<file path="src/rtl/bfly_sdf8_ctrl.sv">
// -----------------------------------------------------------------------------
// bfly_sdf8_ctrl
//
// Radix-2 single-path delay-feedback (SDF) butterfly controller for a
// 16-point stage with an external 8-deep feedback shift register.
//
// A frame is 16 consecutive valid samples x[0..15]:
//   - x[0..7]  (FILL)  are pushed into the feedback register. The differences
//              still pending from the previous frame come out of the register
//              and are emitted as difference samples.
//   - x[8..15] (BFLY)  are combined with x[k-8] from the register tap:
//              (a+b)>>>1 is emitted as a sum sample and (a-b)>>>1 is fed back.
//   - If no new frame follows immediately, FLUSH drains the 8 fed-back
//     differences while feeding zeros.
//
// Ports
//   clk, rst_n          clock, asynchronous active-low reset
//   in_valid            input sample strobe
//   in_r, in_i          signed complex input sample
//   sr_out_r, sr_out_i  tap of the external feedback shift register
//   sr_in_r, sr_in_i    combinational drive into the feedback shift register
//   out_r, out_i        registered signed complex result
//   out_valid           qualifies out_r/out_i
//   out_is_diff         1 = difference sample, 0 = sum sample
//   tw_idx              twiddle index for the downstream multiplier (0 on sums)
//   out_sof             first output derived from a frame (its first sum)
//   err                 sticky protocol-error flag, cleared only by reset
// -----------------------------------------------------------------------------
module bfly_sdf8_ctrl #(
    parameter int DATA_W = 15
) (
    input  logic              clk,
    input  logic              rst_n,
    input  logic              in_valid,
    input  logic [DATA_W-1:0] in_r,
    input  logic [DATA_W-1:0] in_i,
    input  logic [DATA_W-1:0] sr_out_r,
    input  logic [DATA_W-1:0] sr_out_i,
    output logic [DATA_W-1:0] sr_in_r,
    output logic [DATA_W-1:0] sr_in_i,
    output logic [DATA_W-1:0] out_r,
    output logic [DATA_W-1:0] out_i,
    output logic              out_valid,
    output logic              out_is_diff,
    output logic [2:0]        tw_idx,
    output logic              out_sof,
    output logic              err
);

    typedef enum logic [1:0] {
        IDLE  = 2'd0,
        FILL  = 2'd1,
        BFLY  = 2'd2,
        FLUSH = 2'd3
    } state_t;

    // Floor-rounded half sum / half difference. One guard bit holds the full
    // result, so the arithmetic shift brings it back into DATA_W bits exactly.
    function automatic logic signed [DATA_W-1:0] half_sum(
        input logic signed [DATA_W-1:0] a,
        input logic signed [DATA_W-1:0] b
    );
        logic signed [DATA_W:0] s;
        s = {a[DATA_W-1], a} + {b[DATA_W-1], b};
        s = s >>> 1;
        return s[DATA_W-1:0];
    endfunction

    function automatic logic signed [DATA_W-1:0] half_diff(
        input logic signed [DATA_W-1:0] a,
        input logic signed [DATA_W-1:0] b
    );
        logic signed [DATA_W:0] d;
        d = {a[DATA_W-1], a} - {b[DATA_W-1], b};
        d = d >>> 1;
        return d[DATA_W-1:0];
    endfunction

    state_t state;
    state_t state_nxt;
    state_t phase;

    logic [3:0] cnt;
    logic [3:0] cnt_nxt;
    logic [2:0] fcnt;
    logic [2:0] fcnt_nxt;
    logic       pending;
    logic       pending_nxt;
    logic       err_nxt;

    logic signed [DATA_W-1:0] in_r_s;
    logic signed [DATA_W-1:0] in_i_s;
    logic signed [DATA_W-1:0] tap_r_s;
    logic signed [DATA_W-1:0] tap_i_s;

    logic signed [DATA_W-1:0] sr_in_r_p0;
    logic signed [DATA_W-1:0] sr_in_i_p0;
    logic signed [DATA_W-1:0] out_r_p0;
    logic signed [DATA_W-1:0] out_i_p0;
    logic                     vld_p0;
    logic                     diff_p0;
    logic [2:0]               tw_p0;
    logic                     sof_p0;

    assign in_r_s  = in_r;
    assign in_i_s  = in_i;
    assign tap_r_s = sr_out_r;
    assign tap_i_s = sr_out_i;

    assign sr_in_r = sr_in_r_p0;
    assign sr_in_i = sr_in_i_p0;

    // Stage p0: decode the cycle, drive the feedback register, form the result
    always_comb begin
        state_nxt   = state;
        cnt_nxt     = cnt;
        fcnt_nxt    = fcnt;
        pending_nxt = pending;
        err_nxt     = err;
        sr_in_r_p0  = '0;
        sr_in_i_p0  = '0;
        out_r_p0    = '0;
        out_i_p0    = '0;
        vld_p0      = 1'b0;
        diff_p0     = 1'b0;
        tw_p0       = 3'd0;
        sof_p0      = 1'b0;

        // The registered state names the phase the *next* sample is expected
        // in. Two cycles are resolved by the current in_valid:
        //  - IDLE with a valid sample is already x[0] of a new frame.
        //  - BFLY with cnt wrapped to 0 is the frame boundary: a valid sample
        //    starts the next frame's FILL, otherwise this is FLUSH cycle 0.
        phase = state;
        if (state == IDLE && in_valid) begin
            phase = FILL;
        end
        if (state == BFLY && cnt == 4'd0) begin
            phase = in_valid ? FILL : FLUSH;
        end

        case (phase)
            IDLE: begin
                // feedback register sees zeros, nothing is emitted
            end

            FILL: begin
                if (in_valid) begin
                    sr_in_r_p0 = in_r_s;
                    sr_in_i_p0 = in_i_s;
                    out_r_p0   = tap_r_s;
                    out_i_p0   = tap_i_s;
                    vld_p0     = pending;
                    diff_p0    = 1'b1;
                    tw_p0      = cnt[2:0];
                    cnt_nxt    = cnt + 4'd1;
                    state_nxt  = (cnt == 4'd7) ? BFLY : FILL;
                end else begin
                    err_nxt     = 1'b1;
                    pending_nxt = 1'b0;
                    cnt_nxt     = 4'd0;
                    state_nxt   = IDLE;
                end
            end

            BFLY: begin
                if (in_valid) begin
                    out_r_p0   = half_sum(tap_r_s, in_r_s);
                    out_i_p0   = half_sum(tap_i_s, in_i_s);
                    sr_in_r_p0 = half_diff(tap_r_s, in_r_s);
                    sr_in_i_p0 = half_diff(tap_i_s, in_i_s);
                    vld_p0     = 1'b1;
                    sof_p0     = (cnt == 4'd8);
                    cnt_nxt    = cnt + 4'd1;
                    // cnt wraps to 0 and the state stays BFLY so the next
                    // cycle becomes the frame-boundary decision.
                    if (cnt == 4'd15) begin
                        pending_nxt = 1'b1;
                    end
                end else begin
                    err_nxt     = 1'b1;
                    pending_nxt = 1'b0;
                    cnt_nxt     = 4'd0;
                    state_nxt   = IDLE;
                end
            end

            FLUSH: begin
                // Samples arriving while draining are flagged and dropped.
                if (in_valid) begin
                    err_nxt = 1'b1;
                end
                out_r_p0 = tap_r_s;
                out_i_p0 = tap_i_s;
                vld_p0   = pending;
                diff_p0  = 1'b1;
                tw_p0    = fcnt;
                fcnt_nxt = fcnt + 3'd1;
                if (fcnt == 3'd7) begin
                    pending_nxt = 1'b0;
                    state_nxt   = IDLE;
                end else begin
                    state_nxt   = FLUSH;
                end
            end

            default: begin
                state_nxt = IDLE;
            end
        endcase
    end

    // Stage p1: registered control state and outputs
    always_ff @(posedge clk or negedge rst_n) begin
        if (!rst_n) begin
            state       <= IDLE;
            cnt         <= 4'd0;
            fcnt        <= 3'd0;
            pending     <= 1'b0;
            err         <= 1'b0;
            out_r       <= '0;
            out_i       <= '0;
            out_valid   <= 1'b0;
            out_is_diff <= 1'b0;
            tw_idx      <= 3'd0;
            out_sof     <= 1'b0;
        end else begin
            state       <= state_nxt;
            cnt         <= cnt_nxt;
            fcnt        <= fcnt_nxt;
            pending     <= pending_nxt;
            err         <= err_nxt;
            out_r       <= out_r_p0;
            out_i       <= out_i_p0;
            out_valid   <= vld_p0;
            out_is_diff <= diff_p0;
            tw_idx      <= tw_p0;
            out_sof     <= sof_p0;
        end
    end

endmodule

</file>
<file path="config.mk">
export PLATFORM = sky130hd
export DESIGN_NAME = bfly_sdf8_ctrl
export DESIGN_NICKNAME = d
export VERILOG_FILES = /design/src/rtl/bfly_sdf8_ctrl.sv
export SDC_FILE = /design/constraint.sdc
export NUM_CORES = 1
export LEC_CHECK = 0
export CORE_UTILIZATION = 40
export DETAILED_ROUTE_END_ITERATION = 16
export GPL_TIMING_DRIVEN = 0
export PLACE_DENSITY = 0.7
export SETUP_SLACK_MARGIN = 0.2
export SYNTH_ARGS = -nofsm -noshare
export SYNTH_HDL_FRONTEND = slang
export SYNTH_SLANG_ARGS = --single-unit
</file>
<file path="constraint.sdc">
create_clock -name clk -period 2.95 [get_ports clk]
set_input_delay 0.4425 -clock clk [delete_from_list [all_inputs] [get_ports clk]]
set_output_delay 0.4425 -clock clk [all_outputs]
set_load 0.01 [all_outputs]
</file>
==> results of run 1 <==
[layout make-up]
type	instances	area [um2]
fill	1085	4580
multi-input combinational	522	4330
timing repair buffer	188	1640
sequential	47	1180
buffer	36	383
inverter	62	240
tap	172	215
clock buffer	5	125
clock inverter	3	27.5
[worst max-delay path by stage]
stage,startpoint,to,slack (ns)
floorplan,cnt[0]$_DFFE_PN0N_,sr_in_i[12],0.21
global placement,in_valid,sr_in_i[5],-1.41
detailed placement,in_valid,sr_in_i[5],-1.37
CTS,cnt[0]$_DFFE_PN0N_,sr_in_r[12],-0.13
global route,sr_out_i[1],sr_in_i[13],-0.22
finish,cnt[1]$_DFFE_PN0N_,sr_in_r[12],-0.12
[per-layer routing]
layer  wire [um]  vias up
met2        9340      277
met5           0        -
met4         490        0
met3        1310       45
met1        8040     2798
li1            -     2710
[sequential cells by signal, indices dropped and copies added (netlist names)]
signal / cells
out_i: 15
state: 2
cnt: 4
out_sof: 1
fcnt: 3
out_is_diff: 1
out_valid: 1
tw_idx: 3
pending: 1
out_r: 15
err: 1
[logic make-up after synthesis]
kind of cell               count (synthesis)  share of synthesized area
AOI/OAI and AO/OA                        210                      0.269
xor gates and xnor gates                  43                     0.0718
adders and majority gates                 69                      0.170
buffers and inverters                     99                     0.0757
DFF                                       47                      0.224
muxes                                      7                     0.0138
and+or+nand+nor                          193                      0.175
[worst max-delay path, stage by stage (launching register included)]
cell,delay [ns]
dfrtp_1,0.37
inv_2,0.06
ha_4,0.15
and3_4,0.16
a211oi_4,0.26
inv_2,0.09
ha_4,0.30
and3_4,0.19
buf_8,0.13
buf_8,0.13
clkbuf_16,0.16
nand2_4,0.06
o31ai_4,0.07
buf_2,0.17
[stage by stage]
step                      power (mW)   util  hold WS, ns  setup slack (ns)  setup TNS [ns]
after floorplan                 1.51      -        0.147             0.213               0
after global placement          1.96  0.532        0.468             -1.41          -52.43
after detailed placement        1.99  0.533        0.424             -1.37          -50.79
after CTS                       2.84  0.604       0.0846            -0.133           -1.42
after global routing            3.18  0.640        0.105            -0.222           -2.98
final                           3.03  0.640       0.0712            -0.125           -1.20
[cell usage in the layout (no fill, tap or decap), types with 28 or more instances in the layout]
| cell type | n |
|---|---|
| buf_4 | 49 |
| o21ai_0 | 29 |
| nor2_1 | 40 |
| buf_2 | 36 |
| clkdlybuf4s50_1 | 58 |
| inv_1 | 47 |
| xnor2_1 | 28 |
| nand2_1 | 60 |
| dfrtp_1 | 46 |
| a21oi_1 | 37 |
| ha_1 | 53 |
[repair_timing]
action	4_1_cts	5_1_grt
cloned	2	0
resized for setup	310	120
setup buffers	39	17
endpoints found under the setup margin	66	60
pin swaps	30	44
[power by group through the flow]
stage	clock network [mW]	registers, mW	logic (mW)
after floorplan	0	0.782	0.728
after global placement	0	0.767	1.20
after detailed placement	0	0.769	1.22
after CTS	0.645	0.756	1.44
after global routing	0.665	0.765	1.75
final	0.633	0.758	1.63
==> impl_metrics.tcl, run 1 <==
set metrics [dict create \
    ys_ff_latch 47 \
    cts.sinks 47 \
    grt_util_met1 0.337 \
    grt_pass1_vias 5743 \
    post-route-period-util 1.04 \
    layout_min_cycle_time_ns 3.07 \
    use_met2 0.467 \
    placement.io_buffers 129 \
    critPathArrivalTime_ns 2.63 \
    dp_hpwl_mm 12.7 \
    relSlewSlack 0.581 \
    sw_frac_of_total 0.402 \
    worstSetupEndpointType "output port" \
    grt_use_met3 0.0540 \
    die_x_um 116 \
    yosys-top-cells-area "dfrtp_1, ha_1, nand2_1, xnor2_1, a21oi_1" \
    cts.reportedPaths.clkPinSlew_ns 0.08 \
    setup_viol 20 \
    drc_errors 0 \
    yosys_warnings 0 \
    synthTopCellsByCount "nand2_1, ha_1, inv_1" \
    cts_tree "done" \
    powerDensity_nw_per_um2 372 \
    yosysMostFrequentCell "nand2_1" \
    start_util 0.412 \
    power_frac_seq 0.250 \
    finalNonFillerCells 1035 \
    hold_viol 0 \
    rows 41 \
    drt_iter0_markers 410 \
    yosysTopAreaCell "dfrtp_1" \
    grt_max_degree 31 \
    antenna_found_initial 0 \
    ant_nets 0 \
    maxCapViolCount 0 \
    cts-buffers-inserted 5 \
    worstSetupPathType "reg -> out" \
    vias_per_cell 5.63 \
    syn_nets 800 \
    fmax_ghz 0.325 \
    design.portCount 130 \
    violations "negative setup slack" \
    hold_path.class "in -> async" \
    yosysSeqAreaShare 0.224 \
    overflow 0 \
    place_inst 970 \
    setup_ws_ns -0.125 \
    clk_latency_ns 0.31 \
    syn_to_final_growth_pct 55.2 \
    synth-edff-count 0 \
    dpl_cell_area_um2 6780 \
    power_frac_clock 0.209 \
    required_ns 2.51 \
    chipHeight_um 116 \
    design_area_um2 8140 \
    drive_above_1_share 0.320 \
    rsz0062_at_grt "true" \
    cts_max_path_buffers 2 \
    routed_wl_mm 19.2 \
    gr-max-usage-layer "met2" \
    avgRoutedWirePerCell_um 18.5 \
    p_int_mw 1.81 \
    clock-root-buffer "clkbuf_16" \
    netlist_area_um2 5240 \
    globalplace.congestion 0.879 \
    antenna_cells 0 \
    nNetsFinal 994 \
    synth.distinct_cells 68 \
    r2r_end "out_r[12]$_DFF_PN0_" \
    crit_fanout 5 \
    async_flop_share 1.00 \
    avgSynthCellArea_um2 7.85 \
    p_comb_frac 0.540 \
    dieArea_um2 13600 \
    outcome "finished with violations" \
    hold_buffers 0 \
    rr_worst_depth 15 \
    leakage_nw 3.79 \
    clock_skew_ns 0.00953 \
    timing.rr.start "cnt[1]$_DFFE_PN0N_" \
    grt_pass1_wl_mm 28.6 \
    netlist_instances 668 \
    ir_worst_vdd_mv 0.221 \
    grt.total_usage 0.274 \
    worst_pin_slew_ns 0.629 \
    core-area_um2 12700 \
    switching_power_mw 1.22 \
    r2r_slack_ns 0.21 \
    htreeDepth 2 \
    synth-main-ff-cell "dfrtp_1" \
    synth_top_area_share 0.224 \
    drtPass1Iterations 8 \
    start_kind "register" \
    slew_viol_final 0 \
    vias 5830 \
]
Note: power is estimated with default switching activity, not from simulation.
==> run 2: changes to the inputs <==
--- a/config.mk
+++ b/config.mk
@@ -10,6 +10,7 @@
 export GPL_TIMING_DRIVEN = 0
 export PLACE_DENSITY = 0.7
 export SETUP_SLACK_MARGIN = 0.2
+export SLEW_MARGIN = 15
 export SYNTH_ARGS = -nofsm -noshare
 export SYNTH_HDL_FRONTEND = slang
 export SYNTH_SLANG_ARGS = --single-unit
==> results of run 2 <==
No change in the layout: final DEF, timing and power equal those of run 1.
